===== src/rtl/t07_mmio_pkg.sv =====
// Shared types and constants for the MMIO router.
//   rw_t     : CPU request kind as encoded on req_rw
//   state_t  : router FSM states
//   region_t : decoded target region
package t07_mmio_pkg;

    typedef enum logic [1:0] {
        RwIdle  = 2'b00,
        RwStore = 2'b01,
        RwLoad  = 2'b10,
        RwFetch = 2'b11
    } rw_t;

    typedef enum logic [2:0] {
        StIdle,
        StIssue,
        StWait,
        StDone,
        StErr
    } state_t;

    typedef enum logic [2:0] {
        RegionImem,
        RegionReg,
        RegionDmem,
        RegionDisp,
        RegionNone
    } region_t;

    // Read data returned on any error response.
    localparam logic [31:0] BAD_DATA = 32'hDEADBEEF;

endpackage


===== src/rtl/t07_mmio_decode.sv =====
// Combinational address decoder for the MMIO router.
//   addr   : request address
//   rw     : request kind
//   region : region containing addr (RegionNone if unmapped)
//   legal  : request kind is permitted in that region
module t07_mmio_decode
    import t07_mmio_pkg::*;
#(
    parameter int unsigned       ADDR_W    = 32,
    parameter logic [ADDR_W-1:0] IMEM_BASE = ADDR_W'(0),
    parameter logic [ADDR_W-1:0] IMEM_END  = ADDR_W'(1025),
    parameter logic [ADDR_W-1:0] REG_BASE  = ADDR_W'(1025),
    parameter logic [ADDR_W-1:0] REG_END   = ADDR_W'(1057),
    parameter logic [ADDR_W-1:0] DMEM_BASE = ADDR_W'(1057),
    parameter logic [ADDR_W-1:0] DMEM_END  = ADDR_W'(1793),
    parameter logic [ADDR_W-1:0] DISP_BASE = ADDR_W'(1793),
    parameter logic [ADDR_W-1:0] DISP_END  = ADDR_W'(2048)
) (
    input  logic [ADDR_W-1:0] addr,
    input  rw_t               rw,
    output region_t           region,
    output logic              legal
);

    // [base,end) test via a single unsigned subtract; addresses below base wrap high.
    function automatic logic in_range(input logic [ADDR_W-1:0] a,
                                      input logic [ADDR_W-1:0] base,
                                      input logic [ADDR_W-1:0] last);
        return (a - base) < (last - base);
    endfunction

    always_comb begin
        region = RegionNone;
        if (in_range(addr, IMEM_BASE, IMEM_END)) begin
            region = RegionImem;
        end else if (in_range(addr, REG_BASE, REG_END)) begin
            region = RegionReg;
        end else if (in_range(addr, DMEM_BASE, DMEM_END)) begin
            region = RegionDmem;
        end else if (in_range(addr, DISP_BASE, DISP_END)) begin
            region = RegionDisp;
        end
    end

    always_comb begin
        legal = 1'b0;
        case (rw)
            RwFetch: legal = (region == RegionImem);
            RwLoad:  legal = (region == RegionReg) || (region == RegionDmem);
            RwStore: legal = (region == RegionDmem) || (region == RegionDisp);
            default: legal = 1'b0;
        endcase
    end

endmodule


===== src/rtl/t07_mmio_router.sv =====
// Registered MMIO router between the CPU memory stage and IMEM/DMEM (Wishbone),
// the external register bank and the display.
//   CPU  : req_valid, req_rw, req_addr, req_wdata -> cpu_busy, rdata, instr, done, err
//   WB   : wb_read, wb_write, wb_addr, wb_wdata <- wb_rdata, wb_done
//   REG  : reg_read, reg_addr <- reg_rdata, reg_ack, reg_cs
//   DISP : disp_write, disp_addr, disp_data <- disp_busy
module t07_mmio_router
    import t07_mmio_pkg::*;
#(
    parameter int unsigned       ADDR_W    = 32,
    parameter int unsigned       DATA_W    = 32,
    parameter logic [ADDR_W-1:0] IMEM_BASE = ADDR_W'(0),
    parameter logic [ADDR_W-1:0] IMEM_END  = ADDR_W'(1025),
    parameter logic [ADDR_W-1:0] REG_BASE  = ADDR_W'(1025),
    parameter logic [ADDR_W-1:0] REG_END   = ADDR_W'(1057),
    parameter logic [ADDR_W-1:0] DMEM_BASE = ADDR_W'(1057),
    parameter logic [ADDR_W-1:0] DMEM_END  = ADDR_W'(1793),
    parameter logic [ADDR_W-1:0] DISP_BASE = ADDR_W'(1793),
    parameter logic [ADDR_W-1:0] DISP_END  = ADDR_W'(2048),
    parameter logic [7:0]        WB_PREFIX = 8'h33,
    parameter int unsigned       TIMEOUT   = 255
) (
    input  logic              clk,
    input  logic              rst,
    input  logic              req_valid,
    input  logic [1:0]        req_rw,
    input  logic [ADDR_W-1:0] req_addr,
    input  logic [DATA_W-1:0] req_wdata,
    output logic              cpu_busy,
    output logic [DATA_W-1:0] rdata,
    output logic [DATA_W-1:0] instr,
    output logic              done,
    output logic              err,
    output logic              wb_read,
    output logic              wb_write,
    output logic [ADDR_W-1:0] wb_addr,
    output logic [DATA_W-1:0] wb_wdata,
    input  logic [DATA_W-1:0] wb_rdata,
    input  logic              wb_done,
    output logic              reg_read,
    output logic [4:0]        reg_addr,
    input  logic [DATA_W-1:0] reg_rdata,
    input  logic              reg_ack,
    input  logic              reg_cs,
    output logic              disp_write,
    output logic [ADDR_W-1:0] disp_addr,
    output logic [DATA_W-1:0] disp_data,
    input  logic              disp_busy
);

    localparam int unsigned CNT_W = ($clog2(TIMEOUT + 1) < 8) ? 8 : $clog2(TIMEOUT + 1);
    localparam logic [CNT_W-1:0] TIMEOUT_CNT = CNT_W'(TIMEOUT);
    localparam logic [DATA_W-1:0] BAD_WORD   = DATA_W'(BAD_DATA);

    state_t            state_q, state_d;
    rw_t               rw_q;
    region_t           region_q;
    logic [CNT_W-1:0]  cnt_q, cnt_d;
    logic [DATA_W-1:0] rdata_d, instr_d;
    region_t           dec_region;
    logic              dec_legal;
    logic              accept;
    logic              load_req;

    t07_mmio_decode #(
        .ADDR_W   (ADDR_W),
        .IMEM_BASE(IMEM_BASE),
        .IMEM_END (IMEM_END),
        .REG_BASE (REG_BASE),
        .REG_END  (REG_END),
        .DMEM_BASE(DMEM_BASE),
        .DMEM_END (DMEM_END),
        .DISP_BASE(DISP_BASE),
        .DISP_END (DISP_END)
    ) u_decode (
        .addr  (req_addr),
        .rw    (rw_t'(req_rw)),
        .region(dec_region),
        .legal (dec_legal)
    );

    assign accept   = (state_q == StIdle) && req_valid && (req_rw != 2'b00);
    assign cpu_busy = accept || (state_q == StIssue) || (state_q == StWait);
    assign done     = (state_q == StDone);
    assign err      = (state_q == StErr);

    always_comb begin
        state_d    = state_q;
        cnt_d      = cnt_q;
        rdata_d    = rdata;
        instr_d    = instr;
        load_req   = 1'b0;
        wb_read    = 1'b0;
        wb_write   = 1'b0;
        reg_read   = 1'b0;
        disp_write = 1'b0;

        case (state_q)
            StIdle: begin
                if (accept) begin
                    if (dec_legal) begin
                        load_req = 1'b1;
                        cnt_d    = '0;
                        state_d  = StIssue;
                    end else begin
                        rdata_d = BAD_WORD;
                        instr_d = BAD_WORD;
                        state_d = StErr;
                    end
                end
            end
            StIssue: begin
                case (region_q)
                    RegionImem, RegionDmem: begin
                        wb_read  = (rw_q != RwStore);
                        wb_write = (rw_q == RwStore);
                        state_d  = StWait;
                    end
                    RegionReg: begin
                        if (reg_cs) begin
                            reg_read = 1'b1;
                            state_d  = StWait;
                        end
                    end
                    RegionDisp: begin
                        // Display writes are posted: no response phase.
                        if (!disp_busy) begin
                            disp_write = 1'b1;
                            state_d    = StDone;
                        end
                    end
                    default: begin
                        rdata_d = BAD_WORD;
                        instr_d = BAD_WORD;
                        state_d = StErr;
                    end
                endcase
                // Stalled on reg_cs / disp_busy: this cycle counts toward the timeout.
                if (state_d == StIssue) begin
                    if (cnt_q == TIMEOUT_CNT) begin
                        rdata_d = BAD_WORD;
                        instr_d = BAD_WORD;
                        state_d = StErr;
                    end else begin
                        cnt_d = cnt_q + CNT_W'(1);
                    end
                end
            end
            StWait: begin
                reg_read = (region_q == RegionReg);
                // Completion is checked first so it wins over a same-cycle timeout.
                if (region_q == RegionReg && reg_ack) begin
                    rdata_d = reg_rdata;
                    state_d = StDone;
                end else if (region_q != RegionReg && wb_done) begin
                    if (rw_q == RwFetch) begin
                        instr_d = wb_rdata;
                    end else if (rw_q == RwLoad) begin
                        rdata_d = wb_rdata;
                    end
                    state_d = StDone;
                end else if (cnt_q == TIMEOUT_CNT) begin
                    rdata_d = BAD_WORD;
                    instr_d = BAD_WORD;
                    state_d = StErr;
                end else if (cnt_q != '1) begin
                    cnt_d = cnt_q + CNT_W'(1);
                end
            end
            StDone:  state_d = StIdle;
            StErr:   state_d = StIdle;
            default: state_d = StIdle;
        endcase
    end

    always_ff @(posedge clk or posedge rst) begin
        if (rst) begin
            state_q   <= StIdle;
            rw_q      <= RwIdle;
            region_q  <= RegionNone;
            cnt_q     <= '0;
            rdata     <= '0;
            instr     <= '0;
            wb_addr   <= '0;
            wb_wdata  <= '0;
            reg_addr  <= '0;
            disp_addr <= '0;
            disp_data <= '0;
        end else begin
            state_q <= state_d;
            cnt_q   <= cnt_d;
            rdata   <= rdata_d;
            instr   <= instr_d;
            if (load_req) begin
                rw_q      <= rw_t'(req_rw);
                region_q  <= dec_region;
                wb_addr   <= {WB_PREFIX, req_addr[ADDR_W-9:0]};
                wb_wdata  <= req_wdata;
                reg_addr  <= req_addr[4:0];
                disp_addr <= req_addr;
                disp_data <= req_wdata;
            end
        end
    end

endmodule


===== config.mk =====
export PLATFORM = sky130hd
export DESIGN_NAME = t07_mmio_router
export DESIGN_NICKNAME = d
export VERILOG_FILES = /design/src/rtl/t07_mmio_pkg.sv /design/src/rtl/t07_mmio_decode.sv /design/src/rtl/t07_mmio_router.sv
export SDC_FILE = /design/constraint.sdc
export NUM_CORES = 1
export LEC_CHECK = 0
export ABC_AREA = 1
export ABC_CLOCK_PERIOD_IN_PS = 4050
export CAP_MARGIN = 40
export CORE_ASPECT_RATIO = 1.1
export CORE_MARGIN = 2
export CORE_UTILIZATION = 43
export DETAILED_ROUTE_END_ITERATION = 10
export PLACE_DENSITY = 0.84
export SYNTH_ARGS = -nofsm -noshare
export SYNTH_HDL_FRONTEND = slang
export SYNTH_HIERARCHICAL = 1
export SYNTH_SLANG_ARGS = --single-unit
export TNS_END_PERCENT = 100

===== constraint.sdc =====
create_clock -name clk -period 4.05 [get_ports clk]
set_input_delay 0.405 -clock clk [delete_from_list [all_inputs] [get_ports clk]]
set_output_delay 0.405 -clock clk [all_outputs]
set_load 0.01 [all_outputs]

; Word level (Yosys, flattened, before mapping)
; Index checks and enable logic that the tools add are counted.
[op_classes]
addsub = 4
order_cmp = 4
eq_ne = 35
n_mux = 57
n_reduce_logical = 19
[op_table]
columns = op, count
row1 = $mux 32, 16
row2 = $pmux 32 s3, 2
row3 = $sub 32x11->32 const B, 3
row4 = $mux 8, 8
row5 = $mux 3, 14
row6 = $lt 32x10->1 const B, 1
row7 = $lt 32x11->1 const B, 1
row8 = $lt 32x6->1 const B, 1
row9 = $lt 32x8->1 const B, 1
row10 = $pmux 8 s3, 1
row11 = $eq 3x2->1 const B, 6
row12 = $pmux 3 s3, 2
row13 = $ne 2x2->1 const B, 7
row14 = $eq 3x1->1 const B, 4
row15 = $mux 1, 12
row16 = $reduce_and 6->1, 2
row17 = $logic_not 3->1, 3
row18 = $reduce_and 9->1, 1
row19 = $add 8x1->8 const B, 1
row20 = $eq 2x2->1 const B, 4
row21 = $eq 8x8->1 const B, 1
row22 = $ne 8x8->1 const B, 1
row23 = $ne 2x1->1 const B, 3
row24 = $ne 3x1->1 const B, 2
row25 = 15 further kinds, 22
[totals]
ff_bits = 174
in_bits = 137
out_inout_bits = 204
wordCells = 129

; Depth between registers and ports, before layout
[depth]
word_depth = 12
mapped_depth = 26
ltp_nobuf = 25

; By module
; Netlist, hierarchy kept.
[modules_own_cells]
columns = mod, instances, cells_per_inst, area_per_inst_um2, seq_area_each_um2
row1 = t07_mmio_router, 1, 1042, 8212.9, 3629.7
row2 = t07_mmio_decode, 1, 452, 1978.1, 0.0

; Least setup slack after synthesis
; No wires, ideal clock.
[synth_timing]
path_kind = input -> register
start = input req_addr[10]
end = register disp_addr[31]
setup_time_ns = 0.125
arrival_time_ns = 2.731
required_time_ns = 3.925
setup_slack_ns = 1.194
cell_stages = 21
n_path_buf = 4
cell_sequence = buf_2 -> nand2_1 -> nor2_2 -> nand2_4 -> buf_6 -> nand2_1 -> nand3_1 -> nor2_1 -> nand2_1 -> nor2_2 -> nand3_2 -> nand2_2 -> nand2_1 -> nand2_1 -> nand3_1 -> a21oi_2 -> nand2_1 -> nor2_1 -> buf_4 -> buf_4 -> mux2_2
[synth_via]
elab_chain_cells = 12
word_cells_on_any_way = 21
cone_classes = 3 x add/sub / 4 x order compare / 3 x eq/ne / 8 x mux / 3 x reduce/logical
[synth_lines]
columns = item, line_no
row1 = start: declaration, t07_mmio_router.sv:27  ; input logic [ADDR_W-1:0] req_addr,
row2 = $sub 32x11->32, t07_mmio_decode.sv:29  ; return (a - base) < (last - base);
row3 = $lt 32x8->1, t07_mmio_decode.sv:29
row4 = $mux 3, t07_mmio_decode.sv:40  ; end else if (in_range(addr, DISP_BASE, DISP_END)) begin
row5 = $mux 3, t07_mmio_decode.sv:38  ; end else if (in_range(addr, DMEM_BASE, DMEM_END)) begin
row6 = $mux 3, t07_mmio_decode.sv:36  ; end else if (in_range(addr, REG_BASE, REG_END)) begin
row7 = $mux 3 (*), t07_mmio_decode.sv:34  ; if (in_range(addr, IMEM_BASE, IMEM_END)) begin
row8 = net dec_region[0], t07_mmio_router.sv:60  ; region_t dec_region;
row9 = "$eq 3x2->1, or another cell as far along", "t07_mmio_decode.sv:49, t07_mmio_decode.sv:50"
row10 = $logic_or 1x1->1 (on tied branches), "t07_mmio_decode.sv:50, t07_mmio_decode.sv:49"
row11 = $pmux 1 s3 (*), t07_mmio_decode.sv:47  ; case (rw)
row12 = net dec_legal, t07_mmio_router.sv:61  ; logic dec_legal;
row13 = $mux 1 (*), t07_mmio_router.sv:101  ; if (dec_legal) begin
row14 = $mux 1 (*), t07_mmio_router.sv:100  ; if (accept) begin
row15 = $mux 1 (*), t07_mmio_router.sv:98  ; case (state_q)
row16 = end signal: assignment, t07_mmio_router.sv:200  ; disp_addr <= req_addr;
row17 = end: declaration, t07_mmio_router.sv:46  ; output logic [ADDR_W-1:0] disp_addr,
; The timed path passes the listed nets; every way through them passes the cells marked *.
; A chain may end at the register's enable or synchronous reset.

; Final worst setup path
[layout_timing]
start = input req_addr[9]
end = register rdata[6]
[layout_via]
elab_chain_cells = 11
word_cells_on_any_way = 20
cone_classes = 3 x add/sub / 4 x order compare / 4 x eq/ne / 5 x mux / 4 x reduce/logical
[layout_lines]
columns = item, line_no
row1 = $sub 32x11->32, t07_mmio_decode.sv:29
row2 = $lt 32x8->1, t07_mmio_decode.sv:29
row3 = $mux 3, t07_mmio_decode.sv:40
row4 = $mux 3, t07_mmio_decode.sv:38
row5 = $mux 3, t07_mmio_decode.sv:36
row6 = $mux 3 (*), t07_mmio_decode.sv:34
row7 = net dec_region[1], t07_mmio_router.sv:60
row8 = "$eq 3x2->1, or another cell as far along", "t07_mmio_decode.sv:49, t07_mmio_decode.sv:50"
row9 = $logic_or 1x1->1 (on tied branches), "t07_mmio_decode.sv:50, t07_mmio_decode.sv:49"
row10 = $pmux 1 s3 (*), t07_mmio_decode.sv:47
row11 = net dec_legal, t07_mmio_router.sv:61
row12 = $ne 2x2->1 (no source line) (*), --
row13 = $reduce_and 6->1 (no source line) (*), --
row14 = end signal: assignment, t07_mmio_router.sv:192  ; rdata <= rdata_d;
row15 = end: declaration, t07_mmio_router.sv:30  ; output logic [DATA_W-1:0] rdata,
; Marks and branches as above.

==> run summary <==
SETUP PATH
-------------------------------------------------------------------------------------
Logic depth of the worst register-to-register path .....................           10
Type of origin of the critical path .................................... primary input
Reg2reg end ............................................................    rdata[19]
Origin of the worst setup path .........................................  req_addr[9]
Setup slack, reg-to-reg ................................................      1.30 ns
Startpoint-to-endpoint class of the critical path ......................    in -> reg
Critical path fanouts, max .............................................           13
Endpoint arrival time on the critical path .............................      3.98 ns
Worst R2R Start ........................................................  region_q[2]
Crit path required time ................................................      4.38 ns
CP endpoint kind .......................................................     register

PWR
-------------------------------------------------------------------------------------
Worst supply voltage drop on vdd .......................................     0.244 mV
Power per cell area ....................................................   292 nW/um2
Leakage power total ....................................................   0.00595 uW

SYNTH
-------------------------------------------------------------------------------------
Yosys cell types .......................................................           39
Register bit total from synthesis ......................................          145
Dominant synthesized flop cell ......................................... sky130_fd_sc_hd__dfrtp_1
Share of synthesized area occupied by flip-flops and latches ...........        35.6%
Xor-xnor portion of the synthesized cell area ..........................       0.344%
Warnings from Yosys ....................................................            6
Top-area cell type share of the netlist area ...........................        35.4%
Synth Area in Compound Gates ...........................................        6.95%
Fraction of synthesized area in multiplexers ...........................        7.07%
Fraction of registers with async set or reset after synthesis ..........         100%
Largest family of logic cells by synthesized area ...................... simple AND/OR/NAND/NOR gates
Largest cells by area after synthesis .................................. sky130_fd_sc_hd__dfrtp_1 35%, sky130_fd_sc_hd__nand2_1 17%, sky130_fd_sc_hd__nor2_1 11%, sky130_fd_sc_hd__mux2_2 7.1%, sky130_fd_sc_hd__buf_4 6.0%
Cell accounting for the most synthesized area .......................... sky130_fd_sc_hd__dfrtp_1
Cell count after synthesis .............................................         1494
Cell area after synthesis ..............................................    10200 um2
Post-synthesis simple-gate area fraction ...............................        37.1%
Area share of fa/ha/maj cells after synthesis ..........................       0.491%
Mapped Avg Cell Area ...................................................     6.82 um2
Number of enable-type register cells in the synthesized netlist ........            0

PLACEMENT
-------------------------------------------------------------------------------------
Final RePlAce weighted congestion ......................................         1.02
Post-DP HPWL ...........................................................     26800 um
Number of port buffers .................................................          336

DETAILED ROUTING
-------------------------------------------------------------------------------------
DRC violation total after the first TritonRoute iteration ..............          898
Routed wirelength normalized by instance count .........................      17.2 um
Detailed-route DRC error count .........................................            0
Final ANT Viol Nets ....................................................            0
Wirelength, routed .....................................................     35700 um
Number of vias per cell ................................................         5.27
Router iterations before antenna repair ................................            6
Total vias in the final route ..........................................        11000

GRT
-------------------------------------------------------------------------------------
Number of global-route vias before repair ..............................        10600
Remaining Overflow, GRT ................................................            0
Number of antenna violations at the first check in global routing ......            1
Total Routing Usage GR .................................................        28.0%
Global-route wire length before repair .................................     55100 um
Maximum number of pins on one net before global-route repair ...........           58

LAYOUT
-------------------------------------------------------------------------------------
Multi-input gate area ..................................................     5320 um2
Count of nets after finishing ..........................................         1900
Fraction of final layout cells sized beyond drive strength 1 ...........        11.6%
Fillcell total .........................................................         2163
Register Area ..........................................................     3630 um2
Area growth from synthesis to final layout .............................        37.8%

FLOORPLANNING
-------------------------------------------------------------------------------------
Core region area .......................................................    23500 um2
Effective utilization at floorplan .....................................        43.4%
Total Die Area .........................................................    24900 um2
Std cell rows ..........................................................           59
I/O Pins ...............................................................          341
Height of the chip .....................................................       165 um
Die outline width ......................................................       151 um

STA
-------------------------------------------------------------------------------------
RSZ-0062 raised after global routing ...................................        false
Maximum clock skew at final layout .....................................    0.0105 ns
Worst hold margin ......................................................     0.430 ns
Relative slew slack ....................................................        58.1%
Transition at the pin with the smallest max-transition slack ...........     0.629 ns
Post-layout minimum cycle time .........................................      3.64 ns
Max-slew violation count ...............................................            0
Final Cycle Share ......................................................        90.0%
Maximum clock frequency ................................................      274 MHz
Final count of negative-setup-slack endpoints ..........................            0
Hold Fails Final Rpt ...................................................            0
Total Neg Setup Slack ..................................................         0 ns

CLOCKING
-------------------------------------------------------------------------------------
Clock-pin slew of the registers on the worst-case setup and hold paths .      0.06 ns
TritonCTS clock tree ...................................................         done
CTS sink cnt ...........................................................          145
Hold Buf Count CTS .....................................................            0
Cell at the root of the clock tree ..................................... sky130_fd_sc_hd__clkbuf_16
Clock buffers created by TritonCTS .....................................           17
Source-to-sink clock delay at the later pin of the worst-skew pair .....      0.42 ns
H-Tree Depth ...........................................................            4
Maximum clock insertion buffer count ...................................            2
Post-cts resize count ..................................................            0
Post-CTS setup buffers .................................................            0

STATUS
-------------------------------------------------------------------------------------
Run status .............................................................    completed

RUN
-------------------------------------------------------------------------------------
Number of maximum-capacitance violations ...............................            0

HOLD PATH
-------------------------------------------------------------------------------------
Worst hold path class ..................................................  in -> async

[stage by stage]
stage	setup slack, ns	instances	total power (uW)	cell area [um2]	utilization (%)
2_1_floorplan	1.19	1497	2060	10200	-
3_3_place_gp	0.109	2044	2570	13500	57.4
3_5_place_dp	0.0461	2045	2590	13500	57.5
4_1_cts	0.470	2077	4120	14000	59.8
5_1_grt	0.162	2078	4270	14000	59.8
6_report	0.406	2078	4100	14000	59.8
[worst max path at each step]
stage / to / slack, ns
after floorplan: disp_addr[31] / 1.19
after global placement: rdata[18] / 0.11
after detailed placement: rdata[6] / 0.05
after CTS: rdata[6] / 0.47
after global routing: instr[3] / 0.16
final: rdata[6] / 0.41
[report_power, final]
part / total [uW] / switching (uW) / internal, uW
Clock: 1530 / 663 / 868
Combinational: 1030 / 599 / 432
Sequential: 1540 / 45.1 / 1490
Total: 4100 / 1310 / 2790
[sequential cells by signal, indices dropped and copies added, names as in the netlist]
signal and flops:
disp_data 32, instr 32, rdata 32, disp_addr 28
cnt_q 8, reg_addr 4, region_q 3, state_q 3
rw_q 2, wb_addr 1
[cell usage in the layout (no fill, tap or decap), drive strengths merged]
cell type / instances
buf: 34
ha: 4
inv: 106
nand2: 472
nand4: 12
clkinvlp: 4
clkinv: 4
nor4: 1
a211oi: 1
clkbuf: 21
conb: 4
o21bai: 1
mux2: 64
clkdlybuf4s50: 336
dfrtp: 144
xor2: 4
bufinv: 1
dfstp: 1
or2: 12
nand3: 77
a21boi: 1
nor3: 5
nor2: 323
o21ai: 48
diode: 1
nand3b: 6
a21oi: 86
[critical path, cell delays in order]
cell and delay (ns):
sky130_fd_sc_hd__clkdlybuf4s50_1 0.53, sky130_fd_sc_hd__inv_2 0.13, sky130_fd_sc_hd__nand2_1 0.15, sky130_fd_sc_hd__nor2_1 0.21, sky130_fd_sc_hd__nand3_1 0.23, sky130_fd_sc_hd__nand3_1 0.22
sky130_fd_sc_hd__nand2_1 0.07, sky130_fd_sc_hd__nand2_1 0.07, sky130_fd_sc_hd__nand3_1 0.20, sky130_fd_sc_hd__inv_1 0.10, sky130_fd_sc_hd__nand2_1 0.05, sky130_fd_sc_hd__nor2_1 0.12
sky130_fd_sc_hd__nand3_1 0.09, sky130_fd_sc_hd__nand2_1 0.10, sky130_fd_sc_hd__nand3_1 0.08, sky130_fd_sc_hd__nand3_1 0.09, sky130_fd_sc_hd__a21oi_2 0.06, sky130_fd_sc_hd__nand2_1 0.14
sky130_fd_sc_hd__nand3_1 0.15, sky130_fd_sc_hd__nand3b_4 0.20, sky130_fd_sc_hd__inv_2 0.18, sky130_fd_sc_hd__buf_12 0.17, sky130_fd_sc_hd__nor2_1 0.05, sky130_fd_sc_hd__a21oi_1 0.15
[Yosys cell counts (6+ instances only)]
cell and number:
sky130_fd_sc_hd__buf_2 18, sky130_fd_sc_hd__or2_2 12, sky130_fd_sc_hd__dfrtp_1 144, sky130_fd_sc_hd__a21oi_1 84, sky130_fd_sc_hd__nand3_1 70, sky130_fd_sc_hd__mux2_2 64, sky130_fd_sc_hd__nand4_1 11, sky130_fd_sc_hd__inv_1 83
sky130_fd_sc_hd__clkbuf_1 15, sky130_fd_sc_hd__inv_2 20, sky130_fd_sc_hd__nor2_1 303, sky130_fd_sc_hd__buf_4 81, sky130_fd_sc_hd__nor2_2 15, sky130_fd_sc_hd__nand2_2 6, sky130_fd_sc_hd__o21ai_1 8, sky130_fd_sc_hd__buf_6 8
sky130_fd_sc_hd__nand2_1 463, sky130_fd_sc_hd__o21ai_0 38
[cell type report]
class	instances	share of cell area, %
Timing Repair Buffer	370	26.7
Antenna cell	1	0.0178
Clock inverter	11	0.757
Tap cell	305	2.72
Sequential cell	145	25.8
Inverter	104	2.82
Multi-Input combinational cell	1121	37.9
Clock buffer	21	3.21
[cells by family (layout without fill, tap and decap cells)]
group	count (synthesis)	after routing
buffers and inverters	231	506
AND/OR/NAND/NOR	908	908
other	1	5
flip-flops	145	145
adder cells (fa/ha/maj)	4	4
AO/OA/AOI/OAI	137	137
XOR/XNOR	4	4
multiplexers	64	64
[layer usage]
layer / global-route usage [%] / vias up / routed length, um
li1: - / 5147 / -
met2: 48.1 / 549 / 17600
met3: 5.03 / 94 / 2630
met1: 35.0 / 5171 / 14200
met4: 10.9 / 0 / 1220
met5: 0 / - / 0
Power figures use the tool's default switching activity.
